File: config.mk
export PLATFORM = sky130hd
export DESIGN_NAME = seq_divider
export DESIGN_NICKNAME = d
export VERILOG_FILES = /design/src/rtl/div_pkg.sv /design/src/rtl/div_step.sv /design/src/rtl/seq_divider.sv
export SDC_FILE = /design/constraint.sdc
export NUM_CORES = 1
export LEC_CHECK = 0
export CAP_MARGIN = 0
export CORE_MARGIN = 8
export CORE_UTILIZATION = 45
export CTS_CLUSTER_SIZE = 25
export DETAILED_ROUTE_END_ITERATION = 10
export PLACE_DENSITY = 0.67
export SYNTH_ARGS = -nofsm -noshare
export SYNTH_HDL_FRONTEND = slang
export SYNTH_SLANG_ARGS = --single-unit
File: constraint.sdc
create_clock -name clk -period 6.7 [get_ports clk]
set_clock_uncertainty 0.05 [all_clocks]
set_input_delay 1.005 -clock clk [delete_from_list [all_inputs] [get_ports clk]]
set_output_delay 1.005 -clock clk [all_outputs]
set_load 0.1 [all_outputs]
File: src/rtl/div_pkg.sv
// Shared definitions for the sequential divider: FSM state encoding,
// default operand width and iteration counter width.
package div_pkg;

    typedef enum logic [1:0] {
        IDLE = 2'd0,
        CALC = 2'd1,
        FIX  = 2'd2
    } div_state_t;

    localparam int DIV_W     = 32;
    localparam int DIV_CNT_W = $clog2(DIV_W);

endpackage

File: src/rtl/div_step.sv
// One restoring-division iteration: shift {rem, quo} left by one, try to
// subtract the divisor, keep the difference and set the quotient bit when
// it does not go negative.
module div_step
    import div_pkg::*;
#(
    parameter int WIDTH = DIV_W
) (
    input  logic [WIDTH:0]   rem,
    input  logic [WIDTH-1:0] quo,
    input  logic [WIDTH-1:0] divisor,
    output logic [WIDTH:0]   rem_next,
    output logic [WIDTH-1:0] quo_next
);

    logic        [WIDTH+1:0] shifted;
    logic signed [WIDTH+1:0] trial;

    // Shift-and-subtract; the extra top bit of trial acts as the sign.
    always_comb begin
        shifted = {rem, quo[WIDTH-1]};
        trial   = $signed(shifted - {2'b00, divisor});
        if (!trial[WIDTH+1]) begin
            rem_next = trial[WIDTH:0];
            quo_next = {quo[WIDTH-2:0], 1'b1};
        end else begin
            rem_next = shifted[WIDTH:0];
            quo_next = {quo[WIDTH-2:0], 1'b0};
        end
    end

endmodule

File: src/rtl/seq_divider.sv
// Multicycle signed restoring divider feeding the Lo/Hi registers.
// Optional macro SEQ_DIV_UNSIGNED_EN adds the is_unsigned input (divu).
module seq_divider
    import div_pkg::*;
#(
    parameter int WIDTH = DIV_W
) (
    input  logic             clk,
    input  logic             reset,
    input  logic             start,
    input  logic [WIDTH-1:0] dividend,
    input  logic [WIDTH-1:0] divisor,
`ifdef SEQ_DIV_UNSIGNED_EN
    input  logic             is_unsigned,
`endif
    output logic             busy,
    output logic             done,
    output logic             div_zero,
    output logic [WIDTH-1:0] quotient,
    output logic [WIDTH-1:0] remainder
);

    localparam int CNT_W = $clog2(WIDTH);

    div_state_t       state, state_next;
    logic [CNT_W-1:0] cnt;
    logic [WIDTH:0]   rem;
    logic [WIDTH-1:0] quo;
    logic [WIDTH-1:0] dvsr;
    logic             q_neg;
    logic             r_neg;
    logic [WIDTH:0]   rem_step;
    logic [WIDTH-1:0] quo_step;
    logic             div_unsigned;
    logic             accept;
    logic             zero_req;
    logic             last_iter;

`ifdef SEQ_DIV_UNSIGNED_EN
    assign div_unsigned = is_unsigned;
`else
    assign div_unsigned = 1'b0;
`endif

    assign accept    = (state == IDLE) && start && (divisor != '0);
    assign zero_req  = (state == IDLE) && start && (divisor == '0);
    assign last_iter = (cnt == CNT_W'(WIDTH - 1));

    // Magnitude of an operand; -2^(WIDTH-1) maps onto itself read as unsigned.
    function automatic logic [WIDTH-1:0] magnitude(input logic [WIDTH-1:0] x,
                                                   input logic             uns);
        return (uns || !x[WIDTH-1]) ? x : (~x + 1'b1);
    endfunction

    // Two's-complement negate when the latched sign says so.
    function automatic logic [WIDTH-1:0] apply_sign(input logic [WIDTH-1:0] x,
                                                    input logic             neg);
        return neg ? (~x + 1'b1) : x;
    endfunction

    div_step #(.WIDTH(WIDTH)) u_step (
        .rem      (rem),
        .quo      (quo),
        .divisor  (dvsr),
        .rem_next (rem_step),
        .quo_next (quo_step)
    );

    // State register.
    always_ff @(posedge clk or posedge reset) begin
        if (reset) state <= IDLE;
        else       state <= state_next;
    end

    // Next-state logic: zero divisors are answered without leaving IDLE.
    always_comb begin
        state_next = state;
        case (state)
            IDLE:    if (accept)    state_next = CALC;
            CALC:    if (last_iter) state_next = FIX;
            FIX:                    state_next = IDLE;
            default:                state_next = IDLE;
        endcase
    end

    // Output decode: busy covers the iterations and the sign fix cycle.
    always_comb begin
        busy = (state == CALC) || (state == FIX);
    end

    // Datapath: operand capture, iteration, sign fixup and result registers.
    always_ff @(posedge clk or posedge reset) begin
        if (reset) begin
            cnt       <= '0;
            rem       <= '0;
            quo       <= '0;
            dvsr      <= '0;
            q_neg     <= 1'b0;
            r_neg     <= 1'b0;
            done      <= 1'b0;
            div_zero  <= 1'b0;
            quotient  <= '0;
            remainder <= '0;
        end else begin
            done     <= 1'b0;
            div_zero <= 1'b0;
            case (state)
                IDLE: begin
                    if (accept) begin
                        quo   <= magnitude(dividend, div_unsigned);
                        dvsr  <= magnitude(divisor, div_unsigned);
                        rem   <= '0;
                        cnt   <= '0;
                        q_neg <= !div_unsigned && (dividend[WIDTH-1] ^ divisor[WIDTH-1]);
                        r_neg <= !div_unsigned && dividend[WIDTH-1];
                    end else if (zero_req) begin
                        done     <= 1'b1;
                        div_zero <= 1'b1;
                    end
                end
                CALC: begin
                    rem <= rem_step;
                    quo <= quo_step;
                    cnt <= cnt + CNT_W'(1);
                end
                FIX: begin
                    quotient  <= apply_sign(quo, q_neg);
                    remainder <= apply_sign(rem[WIDTH-1:0], r_neg);
                    done      <= 1'b1;
                end
                default: ;
            endcase
        end
    end

endmodule

==> results.py <==
metrics = {
    "critical_path": {
        "path_delay_family": "simple AND/OR/NAND/NOR gates",
        "crit_chain": "clkdlybuf4s50_1, or4_4, nor4_4, nand4b_1, or4_1, a21bo_2, nand2_1, nor3_1, a221oi_2, o211ai_1",
        "r2r_cells": 11,
        "slowest_stage": "nand2_1",
        "critPathCaptureType": "flip-flop",
        "cp.required_ns": 6.95,
        "slowest_delay_ns": 0.78,
        "cp.depth": 10,
        "cp_num_buf_inv": 1,
        "cp.arrival_ns": 4.80,
        "critical_path_class": "input port to flip-flop",
        "crit_fanout": 27,
        "cp-start-kind": "input port",
    },
    "finish": {
        "area_growth_pct": 19.8,
        "multi_input_area_um2": 6410,
        "fin_nets": 1459,
        "stdcell_count": 1686,
        "regArea_um2": 4300,
        "num_antenna_cells": 0,
        "fillCellCount": 2240,
        "drive_gt1_frac": 0.0742,
    },
    "sta": {
        "setup_tns_ns": 0,
        "fin_crit_ns": 4.56,
        "setup_viol": 0,
        "max-slew-margin-rel": 0.291,
        "finalHoldViolCount": 0,
        "fin_crit_sh": 0.680,
        "maxSlewViolCount": 0,
        "grt_setup_unrepaired": "no",
        "max_freq_mhz": 220,
        "max_slew.worst_pin.slew_ns": 1.06,
        "worst_slack_ns": 2.14,
    },
    "worst_hold_path": {
        "hold_depth": 2,
        "hold_path_class": "flip-flop to flip-flop",
    },
    "detailed_routing": {
        "ant_nets": 0,
        "route.vias.total": 9270,
        "drt-total-wl_um": 28000,
        "drc": 0,
        "viasPerCell": 5.50,
        "detail_route.wl_per_cell_um": 16.6,
        "first_pass_iters": 7,
        "drt_iter0_markers": 698,
    },
    "power_and_ir_drop": {
        "p_leak_nw": 5.77,
        "p_per_area_nw_per_um2": 483,
        "vdd_drop_max_uv": 375,
    },
    "synth": {
        "yosys_warnings": 0,
        "yosysUniqueCellTypes": 74,
        "synth.most_common_cell": "dfrtp_1",
        "synth_compound_area_frac": 0.204,
        "netlist_top_cells_count": "dfrtp_1 (172), nand2_1 (129), o21ai_0 (121), nor2_1 (113), xor2_1 (93)",
        "synth_top_area_frac": 0.385,
        "synth_edf_count": 0,
        "synthTopCellsByArea": "dfrtp_1 (39%), xor2_1 (7.3%), o21ai_0 (5.4%)",
        "synth_fa_ha_area_frac": 0.0488,
        "syn_area_per_cell_um2": 8.94,
        "synth_ff_type": "dfrtp_1",
        "syn_area_um2": 11200,
        "synth-seq-cells": 172,
        "synthMuxAreaShare": 0.0465,
        "synth-xor-area-share": 0.116,
        "async_flop_share": 1.00,
        "synth_top_family_by_area": "compound AO/OA/AOI/OAI gates",
        "yosys.area.top_type": "dfrtp_1",
        "synth_nets": 1360,
        "synthSimpleGateAreaFrac": 0.156,
        "yosysSeqAreaShare": 0.385,
        "netlist_instances": 1250,
    },
    "cts": {
        "clk_pin_slew_ns": 0.07,
        "cts_resized": 0,
        "clockBufferDepth": 2,
        "cts.htree.levels": 4,
        "cts_hold_buf": 0,
        "cts.sink_count": 172,
        "clock_latency_ns": 0.43,
        "post-cts-setup-buffer-count": 0,
        "cts_buffers": 17,
        "cts_tree": "done",
        "cts_root_buf": "clkbuf_16",
    },
    "place": {
        "pre_cts_ws_ns": 1.80,
        "gp_congestion": 0.912,
        "io_buffers": 133,
        "dp_hpwl_um": 20800,
        "dp.cells": 1654,
    },
    "die": {
        "core_area_um2": 24300,
        "dieWidth_um": 174,
        "io_pins": 134,
        "start_util": 0.459,
        "die_h_um": 174,
        "fp-row-count": 57,
        "die_area_um2": 30100,
    },
    "outcome": {
        "outcome": "complete, no violations",
    },
    "flow_run": {
        "cap_violations": 0,
    },
    "grt": {
        "grt_remaining_overflow": 0,
        "grt_pass1_vias": 9080,
        "track_usage": 0.186,
        "grt_pass1_wl_um": 46700,
        "antenna_found_initial": 0,
        "grt_max_degree": 78,
    },
}
[metrics by stage]
| stage | hold WS (ns) | area, um2 | util | total power, mW |
|---|---|---|---|---|
| floorplan | 0.399 | 11200 | - | 4.56 |
| CTS | 0.437 | 13400 | 0.550 | 6.46 |
| detailed placement | 0.421 | 12700 | 0.524 | 5.37 |
| finish | 0.429 | 13400 | 0.550 | 6.46 |
| global placement | 0.412 | 12700 | 0.524 | 5.31 |
| global route | 0.455 | 13400 | 0.550 | 7.00 |
[layout make-up]
| class | count | share of cell area |
|---|---|---|
| Tap cell | 324 | 0.0303 |
| Sequential cell | 172 | 0.322 |
| Timing Repair Buffer | 146 | 0.107 |
| Clock buffer | 18 | 0.0321 |
| Inverter | 51 | 0.0147 |
| Multi-Input combinational cell | 961 | 0.479 |
| Clock inverter | 14 | 0.0155 |
[metal layers]
| metal | GRT usage | up-vias | part of all wire |
|---|---|---|---|
| met5 | 0 | - | 0 |
| met2 | 0.298 | 251 | 0.45 |
| met4 | 0.0481 | 0 | 0.014 |
| met3 | 0.0318 | 29 | 0.053 |
| li1 | - | 4641 | - |
| met1 | 0.257 | 4349 | 0.48 |
[flip-flops by register name, indices dropped and copies added (netlist names)]
name       flops
cnt            5
div_zero       1
done           1
dvsr          32
q_neg          1
quo           32
quotient      32
r_neg          1
rem           33
remainder     32
state          2
[power breakdown]
group | switching [mW] | total [mW] | internal, mW
registers | 0.440 | 1.79 | 1.35
logic | 2.07 | 3.60 | 1.52
clock network | 0.436 | 1.07 | 0.633
[cell families after synthesis]
kind of cell    after synthesis
buf+inv                     117
flops                       172
mux                          49
simple gates                359
xor+xnor                    148
compound gates              362
fa+ha+maj                    43
[placed cells by master, fill, tap and decap left out, types with 19 or more instances in the layout]
cell type        instances
inv_1                   50
o41ai_1                 20
nand2_1                129
mux2_2                  19
o31ai_1                 31
dfrtp_1                172
nor2_1                 113
mux2i_1                 29
ha_1                    41
a21oi_1                 83
o21ai_0                121
xor2_1                  92
clkdlybuf4s50_1        133
xnor2_1                 55
[worst register-to-register path, cell delays in order (launching register included)]
cell       delay [ns]
dfrtp_1          0.48
ha_1             0.41
a2111oi_0        0.53
o21a_1           0.21
nor2_1           0.07
a211oi_1         0.40
o21ba_2          0.27
o2bb2ai_1        0.29
xor2_4           0.16
buf_4            0.46
mux2i_1          0.37
o21ai_0          0.11
[path summary, 6_finish.rpt]
kind,start,end,slack (ns)
max,divisor[4],rem[32]$_DFFE_PP0P_,2.14
min,dvsr[22]$_DFFE_PP0P_,dvsr[22]$_DFFE_PP0P_,0.43
max reg2reg,rem[7]$_DFFE_PP0P_,rem[6]$_DFFE_PP0P_,2.74
min reg2reg,dvsr[22]$_DFFE_PP0P_,dvsr[22]$_DFFE_PP0P_,0.43
max in group asynchronous,reset,dvsr[20]$_DFFE_PP0P_,4.38
min in group asynchronous,reset,quotient[28]$_DFFE_PP0P_,1.00
No activity file was read; power rests on OpenSTA's default activity.
